File: config.mk
export PLATFORM = sky130hd
export DESIGN_NAME = multicycle_logic_unit
export DESIGN_NICKNAME = d
export VERILOG_FILES = /design/src/rtl/multicycle_logic_unit.sv
export SDC_FILE = /design/constraint.sdc
export NUM_CORES = 1
export LEC_CHECK = 0
export BUFFER_PORTS_ARGS = -buffer_cell sky130_fd_sc_hd__buf_2
export CAP_MARGIN = 15
export CELL_PAD_IN_SITES_DETAIL_PLACEMENT = 0
export CELL_PAD_IN_SITES_GLOBAL_PLACEMENT = 1
export CORE_ASPECT_RATIO = 0.5
export CORE_MARGIN = 2
export CORE_UTILIZATION = 46
export DETAILED_ROUTE_END_ITERATION = 7
export PLACE_DENSITY_LB_ADDON = 0.1
export SYNTH_ARGS = -nofsm -noshare
export SYNTH_HDL_FRONTEND = slang
export SYNTH_SLANG_ARGS = --single-unit
File: constraint.sdc
create_clock -name clk -period 3.35 [get_ports clk]
set_input_delay 0.1675 -clock clk [delete_from_list [all_inputs] [get_ports clk]]
set_output_delay 0.1675 -clock clk [all_outputs]
set_load 0.03 [all_outputs]
File: src/rtl/multicycle_logic_unit.sv
// multicycle_logic_unit
//
// Handshaked execute-stage logic unit. ADD, SUB, AND, OR and XOR finish in
// one cycle; unsigned MUL runs shift-and-add over WIDTH cycles. The result
// and its flags are held in registers until the consumer takes them.
//
// Ports:
//   clk        clock, all state updates on the rising edge
//   rst        synchronous active-high reset
//   in_valid   operation and operands valid this cycle
//   in_ready   unit can accept an operation (IDLE only)
//   A, B       operands, WIDTH bits
//   c_in       carry in, ADD only
//   oper       000 ADD, 001 AND, 010 OR, 011 XOR, 100 SUB, 101 MUL,
//              110/111 illegal
//   sign       signed overflow rules for ADD/SUB
//   out_valid  result registers hold a completed result
//   out_ready  consumer takes the result this cycle
//   out        registered result
//   OF         registered overflow flag
//   c_out      registered carry flag
//   err        registered illegal-operation flag
//
// state   | meaning
// --------+----------------------------------------------------------
// ST_IDLE | waiting for an operation; in_ready high
// ST_MUL  | shift-and-add multiply in progress, one iteration per cycle
// ST_DONE | result registers valid; held until out_ready

module multicycle_logic_unit #(
    parameter int WIDTH = 16
) (
    input  logic             clk,
    input  logic             rst,
    input  logic             in_valid,
    output logic             in_ready,
    input  logic [WIDTH-1:0] A,
    input  logic [WIDTH-1:0] B,
    input  logic             c_in,
    input  logic [2:0]       oper,
    input  logic             sign,
    output logic             out_valid,
    input  logic             out_ready,
    output logic [WIDTH-1:0] out,
    output logic             OF,
    output logic             c_out,
    output logic             err
);

    localparam int CW = $clog2(WIDTH + 1);

    localparam logic [2:0] OP_ADD = 3'b000;
    localparam logic [2:0] OP_AND = 3'b001;
    localparam logic [2:0] OP_OR  = 3'b010;
    localparam logic [2:0] OP_XOR = 3'b011;
    localparam logic [2:0] OP_SUB = 3'b100;
    localparam logic [2:0] OP_MUL = 3'b101;

    typedef enum logic [1:0] {
        ST_IDLE = 2'd0,
        ST_MUL  = 2'd1,
        ST_DONE = 2'd2
    } state_t;

    state_t state_q;
    state_t state_d;

    logic [2*WIDTH-1:0] mcand_q;
    logic [WIDTH-1:0]   mplier_q;
    logic [2*WIDTH-1:0] acc_q;
    logic [CW-1:0]      cnt_q;

    logic [2*WIDTH-1:0] acc_next;
    logic               mul_last;

    logic [WIDTH:0]     add_sum;
    logic [WIDTH:0]     sub_sum;

    logic [WIDTH-1:0]   alu_out;
    logic               alu_of;
    logic               alu_c;
    logic               alu_err;

    assign in_ready  = (state_q == ST_IDLE);
    assign out_valid = (state_q == ST_DONE);

    // Final iteration is the one where the counter still reads WIDTH-1;
    // its accumulator update is what gets presented.
    assign mul_last = (cnt_q == CW'(WIDTH - 1));
    assign acc_next = mplier_q[0] ? (acc_q + mcand_q) : acc_q;

    assign add_sum = {1'b0, A} + {1'b0, B} + {{WIDTH{1'b0}}, c_in};
    assign sub_sum = {1'b0, A} + {1'b0, ~B} + {{WIDTH{1'b0}}, 1'b1};

    always_ff @(posedge clk) begin
        if (rst) begin
            state_q <= ST_IDLE;
        end else begin
            state_q <= state_d;
        end
    end

    always_comb begin
        state_d = state_q;
        case (state_q)
            ST_IDLE: begin
                if (in_valid) begin
                    state_d = (oper == OP_MUL) ? ST_MUL : ST_DONE;
                end
            end
            ST_MUL: begin
                if (mul_last) begin
                    state_d = ST_DONE;
                end
            end
            ST_DONE: begin
                if (out_ready) begin
                    state_d = ST_IDLE;
                end
            end
            default: state_d = ST_IDLE;
        endcase
    end

    always_comb begin
        alu_out = '0;
        alu_of  = 1'b0;
        alu_c   = 1'b0;
        alu_err = 1'b0;
        case (oper)
            OP_ADD: begin
                alu_out = add_sum[WIDTH-1:0];
                alu_c   = add_sum[WIDTH];
                alu_of  = sign ? ((A[WIDTH-1] == B[WIDTH-1]) &&
                                  (add_sum[WIDTH-1] != A[WIDTH-1]))
                               : add_sum[WIDTH];
            end
            OP_SUB: begin
                // carry out high means no borrow
                alu_out = sub_sum[WIDTH-1:0];
                alu_c   = sub_sum[WIDTH];
                alu_of  = sign ? ((A[WIDTH-1] != B[WIDTH-1]) &&
                                  (sub_sum[WIDTH-1] != A[WIDTH-1]))
                               : ~sub_sum[WIDTH];
            end
            OP_AND:  alu_out = A & B;
            OP_OR:   alu_out = A | B;
            OP_XOR:  alu_out = A ^ B;
            OP_MUL:  alu_out = '0;
            default: alu_err = 1'b1;
        endcase
    end

    // Result registers only load on a completing transition; in IDLE and
    // MUL they keep the previous result and out_valid is the sole qualifier.
    always_ff @(posedge clk) begin
        if (rst) begin
            out      <= '0;
            OF       <= 1'b0;
            c_out    <= 1'b0;
            err      <= 1'b0;
            mcand_q  <= '0;
            mplier_q <= '0;
            acc_q    <= '0;
            cnt_q    <= '0;
        end else begin
            case (state_q)
                ST_IDLE: begin
                    if (in_valid) begin
                        if (oper == OP_MUL) begin
                            mcand_q  <= {{WIDTH{1'b0}}, A};
                            mplier_q <= B;
                            acc_q    <= '0;
                            cnt_q    <= '0;
                        end else begin
                            out   <= alu_out;
                            OF    <= alu_of;
                            c_out <= alu_c;
                            err   <= alu_err;
                        end
                    end
                end
                ST_MUL: begin
                    acc_q    <= acc_next;
                    mcand_q  <= mcand_q << 1;
                    mplier_q <= mplier_q >> 1;
                    cnt_q    <= cnt_q + CW'(1);
                    if (mul_last) begin
                        out   <= acc_next[WIDTH-1:0];
                        OF    <= |acc_next[2*WIDTH-1:WIDTH];
                        c_out <= 1'b0;
                        err   <= 1'b0;
                    end
                end
                default: ;
            endcase
        end
    end

endmodule
**Word-level counts from Yosys, hierarchy flattened**

Cells that the tools add are included.

- $add $sub $neg: 6
- Equal/unequal tests: 17
- Mux-type cells: 39
- Bitwise gates (word level): 5
- Reductions and logical operators: 10

Operators with widths:

| operator | count |
|---|---|
| $mux W32 | 5 |
| $pmux W32 S2 | 2 |
| $mux W16 | 5 |
| $pmux W16 S5 | 1 |
| $pmux W16 S2 | 2 |
| $add A16 B16 Y17 | 2 |
| $add A32 B32 Y32 | 1 |
| $add A17 B1 Y17 | 1 |
| $add A17 B1 Y17 const B | 1 |
| $and A16 B16 Y16 | 1 |
| $not A16 Y16 | 1 |
| $or A16 B16 Y16 | 1 |
| $reduce_or A16 Y1 | 1 |
| $xor A16 B16 Y16 | 1 |
| $mux W1 | 11 |
| $mux W5 | 2 |
| $pmux W1 S2 | 5 |
| $pmux W5 S2 | 1 |
| $mux W2 | 4 |
| $eq A3 B2 Y1 const B | 2 |
| $eq A3 B3 Y1 const B | 2 |
| $ne A2 B2 Y1 const B | 3 |
| $pmux W2 S3 | 1 |
| $reduce_and A3 Y1 | 2 |
| other kinds (15) | 19 |

- Register bits: 106
- Bits of input ports: 41
- Output and inout bits: 21

**Depth between registers and ports, before layout**

Gate-level depths: netlist of run 1.

- Depth after elaboration: 10
- Gate-level depth with buffers: 13
- Depth with buffers taken out: 13

**Worst setup path after synthesis of run 1**

Ideal clock, no wire load.

- Path type: register to register
- Start point: register mcand_q[0]
- End point: register OF
- Arrival time: 2857 ps
- Setup slack: 366 ps
- Stages on the path, launching flop included: 13
- Buffers on the path: 0
- Cell sequence: dfxtp_1 -> ha_1 -> fa_1 -> a21o_1 -> a221o_1 -> a211oi_2 -> o21a_2 -> o21ba_2 -> o2111ai_2 -> a41oi_2 -> a41oi_1 -> nor4_1 -> a21oi_1

- Cells in the longest elaborated chain, start to end: 5

RTL lines:

| what | RTL line | text |
|---|---|---|
| from (decl) | 68 | `logic [2*WIDTH-1:0] mcand_q;` |
| from (signal assigned) | 171 | `mcand_q <= {{WIDTH{1'b0}}, A};` |
| from (signal assigned) | 185 | `mcand_q <= mcand_q << 1;` |
| $add A32 B32 Y32 | 90 | `assign acc_next = mplier_q[0] ? (acc_q + mcand_q) : acc_q;` |
| $mux W32 | 90 |  |
| $reduce_or A16 Y1 | 190 | `OF <= \|acc_next[2*WIDTH-1:WIDTH];` |
| $mux W1 | 188 | `if (mul_last) begin` |
| $pmux W1 S2 | 167 | `case (state_q)` |
| to (signal assigned) | 177 | `OF <= alu_of;` |
| to (signal assigned) | 190 |  |
| to (decl) | 45 | `output logic OF,` |

Every way passes these cells. The select of a mux whose other input is x is not followed.
A chain may end at the register's enable or synchronous reset.

**Final worst setup path of run 1**

- Start point: register acc_q[0]
- End point: register OF

- Cells in the longest elaborated chain, start to end: 5

RTL lines:

| what | RTL line | text |
|---|---|---|
| from (decl) | 70 | `logic [2*WIDTH-1:0] acc_q;` |
| from (signal assigned) | 184 | `acc_q <= acc_next;` |
| $add A32 B32 Y32 | 90 |  |
| $mux W32 | 90 |  |
| $reduce_or A16 Y1 | 190 |  |
| $mux W1 | 188 |  |
| $pmux W1 S2 | 167 |  |

Every way passes these cells. The select of a mux whose other input is x is not followed.

==> flow_metrics.env, run 1 <==
export IMPL_outcome="finished clean"
export IMPL_hp_start="out_ready"
export IMPL_fin_crit_sh=0.956
export IMPL_drv_cap=0
export IMPL_synth_nets=1263
export IMPL_fp_row_count=34
export IMPL_final_cell_mix="164 x nor2_1, 121 x nand2_1, 114 x a21oi_1, 106 x dfxtp_1, 81 x ha_1"
export IMPL_finClkSkew_ns=0.0113
export IMPL_grt_usage=0.280
export IMPL_leakagePower_nw=3.88
export IMPL_insertion_delay_ns=0.37
export IMPL_yosys_cell_types_count=65
export IMPL_ff2ff_setup_slack_ns=0.15
export IMPL_cts_sinks=106
export IMPL_synth_top_cell_area_share=0.251
export IMPL_grt_use_met2=0.447
export IMPL_crit_chain="ha_2, fa_2, a21o_1, a221o_1, a211oi_4, o21a_2, o21ba_4, o2111ai_2, a41oi_2, a41oi_2, nor4_2, a21oi_1"
export IMPL_syn_inst=1136
export IMPL_max_clock_path_buffers=2
export IMPL_holdPathEnd="state_q[1]$_SDFFE_PP0P_"
export IMPL_max_freq_ghz=0.312
export IMPL_syn2layout_area_growth_pct=10.5
export IMPL_place_ws_ns=-0.0284
export IMPL_core_area_um2=17700
export IMPL_synth_area_top_cells="dfxtp_1 25%, ha_1 12%, nor2_1 7.3%"
export IMPL_crit_top_cell="a41oi_2"
export IMPL_drc=0
export IMPL_diodes=0
export IMPL_hold_depth=3
export IMPL_seq_area_frac_synth=0.251
export IMPL_final_nets=1285
export IMPL_grt_pass1_wl_um=42800
export IMPL_crit_arrival_ns=3.45
export IMPL_yosys_warnings=0
export IMPL_start_util=0.478
export IMPL_grt_pass1_vias=7767
export IMPL_r2r_end="OF$_SDFFE_PP0P_"
export IMPL_cp_end_kind="flop"
export IMPL_pin_count=62
export IMPL_grt_use_met1=0.409
export IMPL_drtIter0Drc=599
export IMPL_ys_flop_type="dfxtp_1"
export IMPL_p_per_area_nw_per_um2=347
export IMPL_wl_per_cell_um=19.2
export IMPL_cts_tree="built"
export IMPL_cp_max_fo=5
export IMPL_overflow=0
export IMPL_die_height_um=99.8
export IMPL_portBuffers=61
export IMPL_synth_edf_count=0
export IMPL_antenna_found_initial=0
export IMPL_grt_busiest_layer="met2"
export IMPL_clkTransAtPathRegs_ns=0.08
export IMPL_postSynthAreaPerCell_um2=7.43
export IMPL_slew_violations=0
export IMPL_vdd_ir_drop_max_mv=0.242
export IMPL_via_per_inst=5.87
export IMPL_ys_ff_latch=106
export IMPL_drive_gt1_frac=0.113
export IMPL_period_minus_slack_ns=3.20
export IMPL_htreeDepth=3
export IMPL_slowest_stage="a221o_1"
export IMPL_cts_buffers=9
export IMPL_synth_largest_area_cell="dfxtp_1"
export IMPL_multi_input_area_um2=5860
export IMPL_dieWidth_um=196
export IMPL_r2r_cells=12
export IMPL_setup_violations_final=0
export IMPL_die_area_um2=19500
export IMPL_root_buffer="clkbuf_16"
export IMPL_power_w=0.00324
export IMPL_slew_headroom=0.412
export IMPL_gp_congestion=0.911
export IMPL_tightest_slew_ns=0.883
export IMPL_hp_class="in -> reg"
export IMPL_grt_start_max_net_pins=56
export IMPL_grtUsageMet3=0.0397
export IMPL_regArea_um2=2120
export IMPL_stdcell_count=1397
export IMPL_critPathKind="reg -> reg"
export IMPL_rr_startpoint="acc_q[0]$_SDFFE_PP0P_"
export IMPL_post_place_cells=1378
export IMPL_dp_hpwl_um=20400
export IMPL_layout_commonest_cell="nor2_1"
export IMPL_totalWireLength_um=26800
export IMPL_drtPass1Iterations=5
export IMPL_netlist_area_um2=8440
export IMPL_fill_cells=1819
export IMPL_detail_route_antenna_nets=0
export IMPL_ys_async_sr_fraction=0
export IMPL_fin_ws_ns=0.146
export IMPL_cp_required_ns=3.59
export IMPL_hold_viol_final=0
export IMPL_max_stage_delay_ns=0.40
export IMPL_dr_total_vias=8199
export IMPL_cts_hold_buf=0
export IMPL_startpoint_type="flop"
worst max-delay path: cells and delay by family (launching register included):
kind                     cells  cell delay (ns)
flip-flops                   1             0.33
AND/OR/NAND/NOR              1             0.26
AO/OA/AOI/OAI                9             1.95
adder cells (fa/ha/maj)      2             0.55
layer usage:
| metal | vias to the layer above | part of all wire | wire [um] |
|---|---|---|---|
| li1 | 4091 | - | - |
| met1 | 3905 | 0.51 | 13700 |
| met2 | 181 | 0.43 | 11600 |
| met3 | 22 | 0.047 | 1250 |
| met4 | 0 | 0.010 | 276 |
| met5 | - | 0 | 0 |
registers in the layout, summed over array words and instances, names as in the netlist:
register / count
OF: 1
out: 16
cnt_q: 5
mcand_q: 32
c_out: 1
acc_q: 32
err: 1
mplier_q: 16
state_q: 2
logic make-up (layout without fill, tap and decap cells):
family | count (synthesis) | after routing | share of synthesized area
DFF | 106 | 106 | 0.251
adders and majority gates | 86 | 86 | 0.131
xor gates and xnor gates | 48 | 48 | 0.0498
and+or+nand+nor | 379 | 379 | 0.191
muxes | 37 | 37 | 0.0463
buffers and inverters | 134 | 161 | 0.0605
AOI/OAI and AO/OA | 346 | 346 | 0.270
per-stage QoR:
stage          TNS (ns)   util  instance area, um2  hold slack [ns]
2_1_floorplan         0      -                8440            0.316
3_3_place_gp          0  0.507                8950            0.438
3_5_place_dp    -0.0284  0.507                8950            0.441
4_1_cts               0  0.525                9270           0.0507
5_1_grt         -0.0131  0.528                9320           0.0842
6_report              0  0.528                9320           0.0627
worst max path at each step:
stage | from | end | cells past startpoint
after global placement | mcand_q[0]$_SDFFE_PP0P_ | OF$_SDFFE_PP0P_ | 12
after global routing | acc_q[0]$_SDFFE_PP0P_ | OF$_SDFFE_PP0P_ | 12
final | acc_q[0]$_SDFFE_PP0P_ | OF$_SDFFE_PP0P_ | 12
after floorplan | mcand_q[0]$_SDFFE_PP0P_ | OF$_SDFFE_PP0P_ | 12
after detailed placement | acc_q[0]$_SDFFE_PP0P_ | OF$_SDFFE_PP0P_ | 12
after CTS | acc_q[0]$_SDFFE_PP0P_ | OF$_SDFFE_PP0P_ | 12
where the power goes:
group | switching, W | internal (W)
registers | 0.0000354 | 0.00130
clock network | 0.000573 | 0.000596
logic | 0.000465 | 0.000267
total | 0.00107 | 0.00216
cells in the mapped netlist (4+ instances only):
master    number
nor3_1        28
nor2b_1       10
ha_1          82
a211oi_1      19
mux2_2         6
dfxtp_1      106
o22ai_1        4
nor4_1         7
o21bai_1      11
inv_1         58
fa_1           4
o21ai_0       38
o21a_1         9
o211ai_1       9
mux2i_1       30
nand3_1       13
clkbuf_1      63
a21o_1        10
a21oi_1      114
a22oi_1       42
nor2_1       165
o21ai_1       17
nand4_1       14
a31oi_1        4
buf_1          9
xnor2_1       34
nand2b_1       5
xor2_1        14
nand2_1      121
and3_1         5
a311oi_1      30
repair_timing:
action,CTS,global route
pin swaps,1,5
setup buffers,0,3
gates cloned,0,0
setup endpoints to repair,1,2
resized for setup,1,6
final cells by class:
class	instances	area share
inverters	58	0.0234
clock inverters	7	0.00953
flip-flops and latches	106	0.228
clock buffers	9	0.0242
well taps	234	0.0314
repair buffers	87	0.0553
multi-input cells	896	0.629
No activity file was read; power rests on OpenSTA's default activity.
==> inputs of run 2 (changes only) <==
CAP_MARGIN = 40   (was 15)
CORE_MARGIN = 5   (was 2)
==> flow_metrics.env, run 2 (same netlist as run 1, synthesis figures left out) <==
export IMPL_crit_start="mcand_q[0]$_SDFFE_PP0P_"
export IMPL_grt_pass1_vias=7807
export IMPL_placedInstanceArea_um2=9020
export IMPL_portBuffers=61
export IMPL_fin_crit_sh=0.962
export IMPL_pin_count=62
export IMPL_r2r_end="OF$_SDFFE_PP0P_"
export IMPL_cts_buffers=9
export IMPL_overflow=0
export IMPL_via_per_inst=5.87
export IMPL_drtIter0Drc=662
export IMPL_fin_area_um2=9380
export IMPL_drtPass1Iterations=5
export IMPL_cp_end_kind="flop"
export IMPL_final_nets=1288
export IMPL_final_cell_mix="164 x nor2_1, 121 x nand2_1, 114 x a21oi_1, 106 x dfxtp_1, 82 x ha_1"
export IMPL_drv_cap=0
export IMPL_detail_route_antenna_nets=0
export IMPL_antenna_found_initial=1
export IMPL_finalSetupTns_ns=0
export IMPL_cts_tree="built"
export IMPL_max_clock_path_buffers=2
export IMPL_core_area_um2=18200
export IMPL_dr_total_vias=8261
export IMPL_rsz0062_at_grt="false"
export IMPL_leakagePower_nw=3.92
export IMPL_fill_cells=1861
export IMPL_gp_congestion=0.906
export IMPL_cp_endpoint="OF$_SDFFE_PP0P_"
export IMPL_syn2layout_area_growth_pct=11.2
export IMPL_period_minus_slack_ns=3.22
export IMPL_hold_viol_final=0
export IMPL_max_freq_ghz=0.310
export IMPL_startpoint_type="flop"
export IMPL_vdd_ir_drop_max_mv=0.266
export IMPL_setup_violations_final=0
export IMPL_slew_violations=0
export IMPL_clkTransAtPathRegs_ns=0.08
export IMPL_finClkSkew_ns=0.00648
export IMPL_totalWireLength_um=26900
export IMPL_root_buffer="clkbuf_16"
export IMPL_reg_largest_list="acc_q x32, mcand_q x32"
export IMPL_dieWidth_um=202
export IMPL_r2r_cells=12
export IMPL_holdWs_ns=0.0879
export IMPL_critPathKind="reg -> reg"
export IMPL_drive_gt1_frac=0.113
export IMPL_cp_max_fo=3
export IMPL_die_area_um2=21300
export IMPL_hp_class="in -> reg"
export IMPL_crit_arrival_ns=3.46
export IMPL_wl_per_cell_um=19.1
export IMPL_htreeDepth=3
export IMPL_grt_usage=0.246
export IMPL_insertion_delay_ns=0.36
export IMPL_dp_hpwl_um=20500
export IMPL_ff2ff_setup_slack_ns=0.13
export IMPL_fp_row_count=35
export IMPL_start_util=0.463
export IMPL_layout_commonest_cell="nor2_1"
export IMPL_outcome="finished clean"
export IMPL_grt_start_max_net_pins=57
export IMPL_tightest_slew_ns=0.677
export IMPL_p_per_area_nw_per_um2=346
export IMPL_drc=0
export IMPL_power_w=0.00325
export IMPL_cp_required_ns=3.59
export IMPL_slew_headroom=0.549
export IMPL_rr_startpoint="mcand_q[0]$_SDFFE_PP0P_"
export IMPL_grt_pass1_wl_um=42700
export IMPL_cts_sinks=106
export IMPL_die_height_um=106
-- run 2: stage by stage --
| step | utilization | setup slack, ns | std cells |
|---|---|---|---|
| after floorplan | - | 0.366 | 1136 |
| after global placement | 0.494 | 0.176 | 1386 |
| after detailed placement | 0.495 | 0.00751 | 1387 |
| after CTS | 0.513 | 0.00849 | 1403 |
| after global routing | 0.515 | 0.00259 | 1407 |
| final | 0.515 | 0.127 | 1407 |
-- run 2: worst min-delay path by stage --
| stage | startpoint | end | slack [ns] | cells after the start |
|---|---|---|---|---|
| detailed placement | out[6]$_SDFFE_PP0P_ | out[6]$_SDFFE_PP0P_ | 0.45 | 2 |
| CTS | out_ready | state_q[1]$_SDFFE_PP0P_ | 0.08 | 3 |
| finish | out_ready | state_q[1]$_SDFFE_PP0P_ | 0.09 | 3 |
| global placement | out[6]$_SDFFE_PP0P_ | out[6]$_SDFFE_PP0P_ | 0.44 | 2 |
| global route | out_ready | state_q[1]$_SDFFE_PP0P_ | 0.08 | 3 |
| floorplan | A[0] | mcand_q[0]$_SDFFE_PP0P_ | 0.32 | 2 |
-- run 2: layout make-up --
cell class,instances,area [um2],share of cell area
clock inverter,7,92.6,0.00987
inverter,58,218,0.0232
multi-input combinational,896,5840,0.623
tap,240,300,0.0320
clock buffer,9,225,0.0240
antenna,1,2.50,0.000267
timing repair buffer,90,576,0.0614
sequential,106,2120,0.226
-- run 2: worst max-delay path, stage by stage (launching register included) --
cell and delay (ns):
dfxtp_1 0.33, ha_1 0.24, fa_2 0.37, a21o_1 0.19
a221o_1 0.40, a211oi_4 0.35, o21a_2 0.18, o21ba_2 0.18
xnor2_1 0.11, o32ai_1 0.19, nand3_1 0.14, nor4_2 0.32
a21oi_1 0.11
-- run 2: repair_timing --
item | CTS | global route
hold endpoints to repair | 0 | 0
resized for setup | 1 | 4
hold buffers | 0 | 0
pin swaps | 0 | 3
endpoints found under the setup margin | 1 | 2
setup buffers | 0 | 3
-- run 2: power by group --
group / internal [W] / total [W] / switching, W
combinational: 0.000273 / 0.000741 / 0.000468
sequential: 0.00130 / 0.00133 / 0.0000332
clock: 0.000603 / 0.00118 / 0.000572
-- run 2: metal layers --
layer	routed length, um	vias up	GRT usage
met5	0	-	0
met4	308	0	0.0414
met3	1270	19	0.0393
met2	12000	199	0.390
met1	13300	3943	0.359
li1	-	4100	-
==> inputs of run 3 (changes only) <==
CORE_UTILIZATION = 45   (was 46)
==> flow_metrics.env, run 3 (same netlist as run 1, synthesis figures left out) <==
export IMPL_cp_required_ns=3.62
export IMPL_hold_viol_final=0
export IMPL_via_per_inst=5.91
export IMPL_detail_route_antenna_nets=0
export IMPL_cp_max_fo=4
export IMPL_drc=0
export IMPL_die_area_um2=21800
export IMPL_slew_violations=0
export IMPL_cts_hold_buf=0
export IMPL_wl_per_cell_um=19.7
export IMPL_diodes=0
export IMPL_crit_arrival_ns=3.43
export IMPL_rr_startpoint="mcand_q[0]$_SDFFE_PP0P_"
export IMPL_final_nets=1287
export IMPL_syn2layout_area_growth_pct=10.4
export IMPL_critPathKind="reg -> reg"
export IMPL_grt_pass1_wl_um=43800
export IMPL_portBuffers=61
export IMPL_vdd_ir_drop_max_mv=0.252
export IMPL_fin_crit_sh=0.942
export IMPL_hold_depth=3
export IMPL_insertion_delay_ns=0.39
export IMPL_holdPathEnd="state_q[1]$_SDFFE_PP0P_"
export IMPL_setup_violations_final=0
export IMPL_cts_sinks=106
export IMPL_fin_ws_ns=0.193
export IMPL_clkTransAtPathRegs_ns=0.09
export IMPL_max_clock_path_buffers=2
export IMPL_cts_buffers=9
export IMPL_leakagePower_nw=3.90
export IMPL_finClkSkew_ns=0.0122
export IMPL_period_minus_slack_ns=3.16
export IMPL_r2r_cells=13
export IMPL_slew_headroom=0.465
export IMPL_root_buffer="clkbuf_16"
export IMPL_startpoint_type="flop"
export IMPL_core_area_um2=18400
export IMPL_grt_pass1_vias=7858
export IMPL_r2r_end="OF$_SDFFE_PP0P_"
export IMPL_pin_count=62
export IMPL_crit_start="mcand_q[0]$_SDFFE_PP0P_"
export IMPL_tightest_slew_ns=0.802
export IMPL_dr_total_vias=8301
export IMPL_htreeDepth=3
export IMPL_dieWidth_um=204
export IMPL_drv_cap=0
export IMPL_drtPass1Iterations=5
export IMPL_layout_commonest_cell="nor2_1"
export IMPL_grt_start_max_net_pins=70
export IMPL_utilization=0.506
export IMPL_hp_class="in -> reg"
export IMPL_cts_tree="built"
export IMPL_start_util=0.459
export IMPL_max_freq_ghz=0.317
export IMPL_die_height_um=107
export IMPL_dp_hpwl_um=21000
export IMPL_grt_usage=0.255
export IMPL_final_cell_mix="164 x nor2_1, 121 x nand2_1, 114 x a21oi_1, 106 x dfxtp_1, 82 x ha_1"
export IMPL_antenna_found_initial=0
export IMPL_gp_congestion=0.928
export IMPL_ff2ff_setup_slack_ns=0.19
export IMPL_totalWireLength_um=27600
export IMPL_drtIter0Drc=614
export IMPL_outcome="finished clean"
export IMPL_cp_end_kind="flop"
export IMPL_place_ws_ns=0.126
export IMPL_p_per_area_nw_per_um2=347
export IMPL_fp_row_count=35
export IMPL_hp_start="out_ready"
export IMPL_overflow=0
export IMPL_drive_gt1_frac=0.111
export IMPL_reg_largest_list="acc_q x32, mcand_q x32"
[run 3: routing by layer]
metal / global-route usage / part of all wire / up-vias
met5: 0 / 0 / -
met4: 0.0500 / 0.014 / 0
met3: 0.0532 / 0.059 / 26
met2: 0.400 / 0.44 / 244
met1: 0.364 / 0.49 / 3939
li1: - / - / 4092
[run 3: what timing repair did]
action	CTS	global route
setup buffers	0	1
endpoints found under the hold margin	0	0
gates resized for setup	0	2
setup endpoints to repair	0	1
[run 3: power breakdown]
group          total [W]  switching (W)  internal [W]
Combinational   0.000747       0.000478      0.000269
Sequential       0.00133      0.0000322       0.00130
Clock            0.00116       0.000616      0.000542
Total            0.00324        0.00113       0.00211
[run 3: worst max-delay path by stage]
stage	end	slack, ns	depth (start not counted)
2_1_floorplan	OF$_SDFFE_PP0P_	0.37	12
3_3_place_gp	OF$_SDFFE_PP0P_	0.16	12
3_5_place_dp	OF$_SDFFE_PP0P_	0.13	12
4_1_cts	OF$_SDFFE_PP0P_	0.09	12
5_1_grt	OF$_SDFFE_PP0P_	-0.01	13
6_report	OF$_SDFFE_PP0P_	0.19	13
[run 3: final cells by class]
type	count	area (um2)
well taps	240	300
repair buffers	89	528
clock inverters	7	86.3
flip-flops and latches	106	2120
fillers	1881	9080
clock buffers	9	225
multi-input cells	896	5830
inverters	58	218
[run 3: critical path, cell delays in order, from the launching register on]
cell and delay [ns]:
dfxtp_1 0.32, ha_1 0.24, fa_1 0.41, a21o_1 0.18
a221o_1 0.38, a211oi_4 0.34, o21a_2 0.17, buf_4 0.12
o21ai_1 0.08, xor2_1 0.17, o21ai_0 0.19, nand2_1 0.07
nor4_1 0.28, a21oi_1 0.10
[run 3: per-stage QoR]
stage	TNS [ns]	cell area, um2	hold slack (ns)	std cells	power, W
floorplan	0	8440	0.316	1136	0.00186
finish	0	9310	0.0329	1405	0.00324
global placement	0	8980	0.432	1387	0.00209
CTS	0	9300	0.0261	1404	0.00325
detailed placement	0	8980	0.446	1388	0.00210
global route	-0.00983	9310	0.0219	1405	0.00340
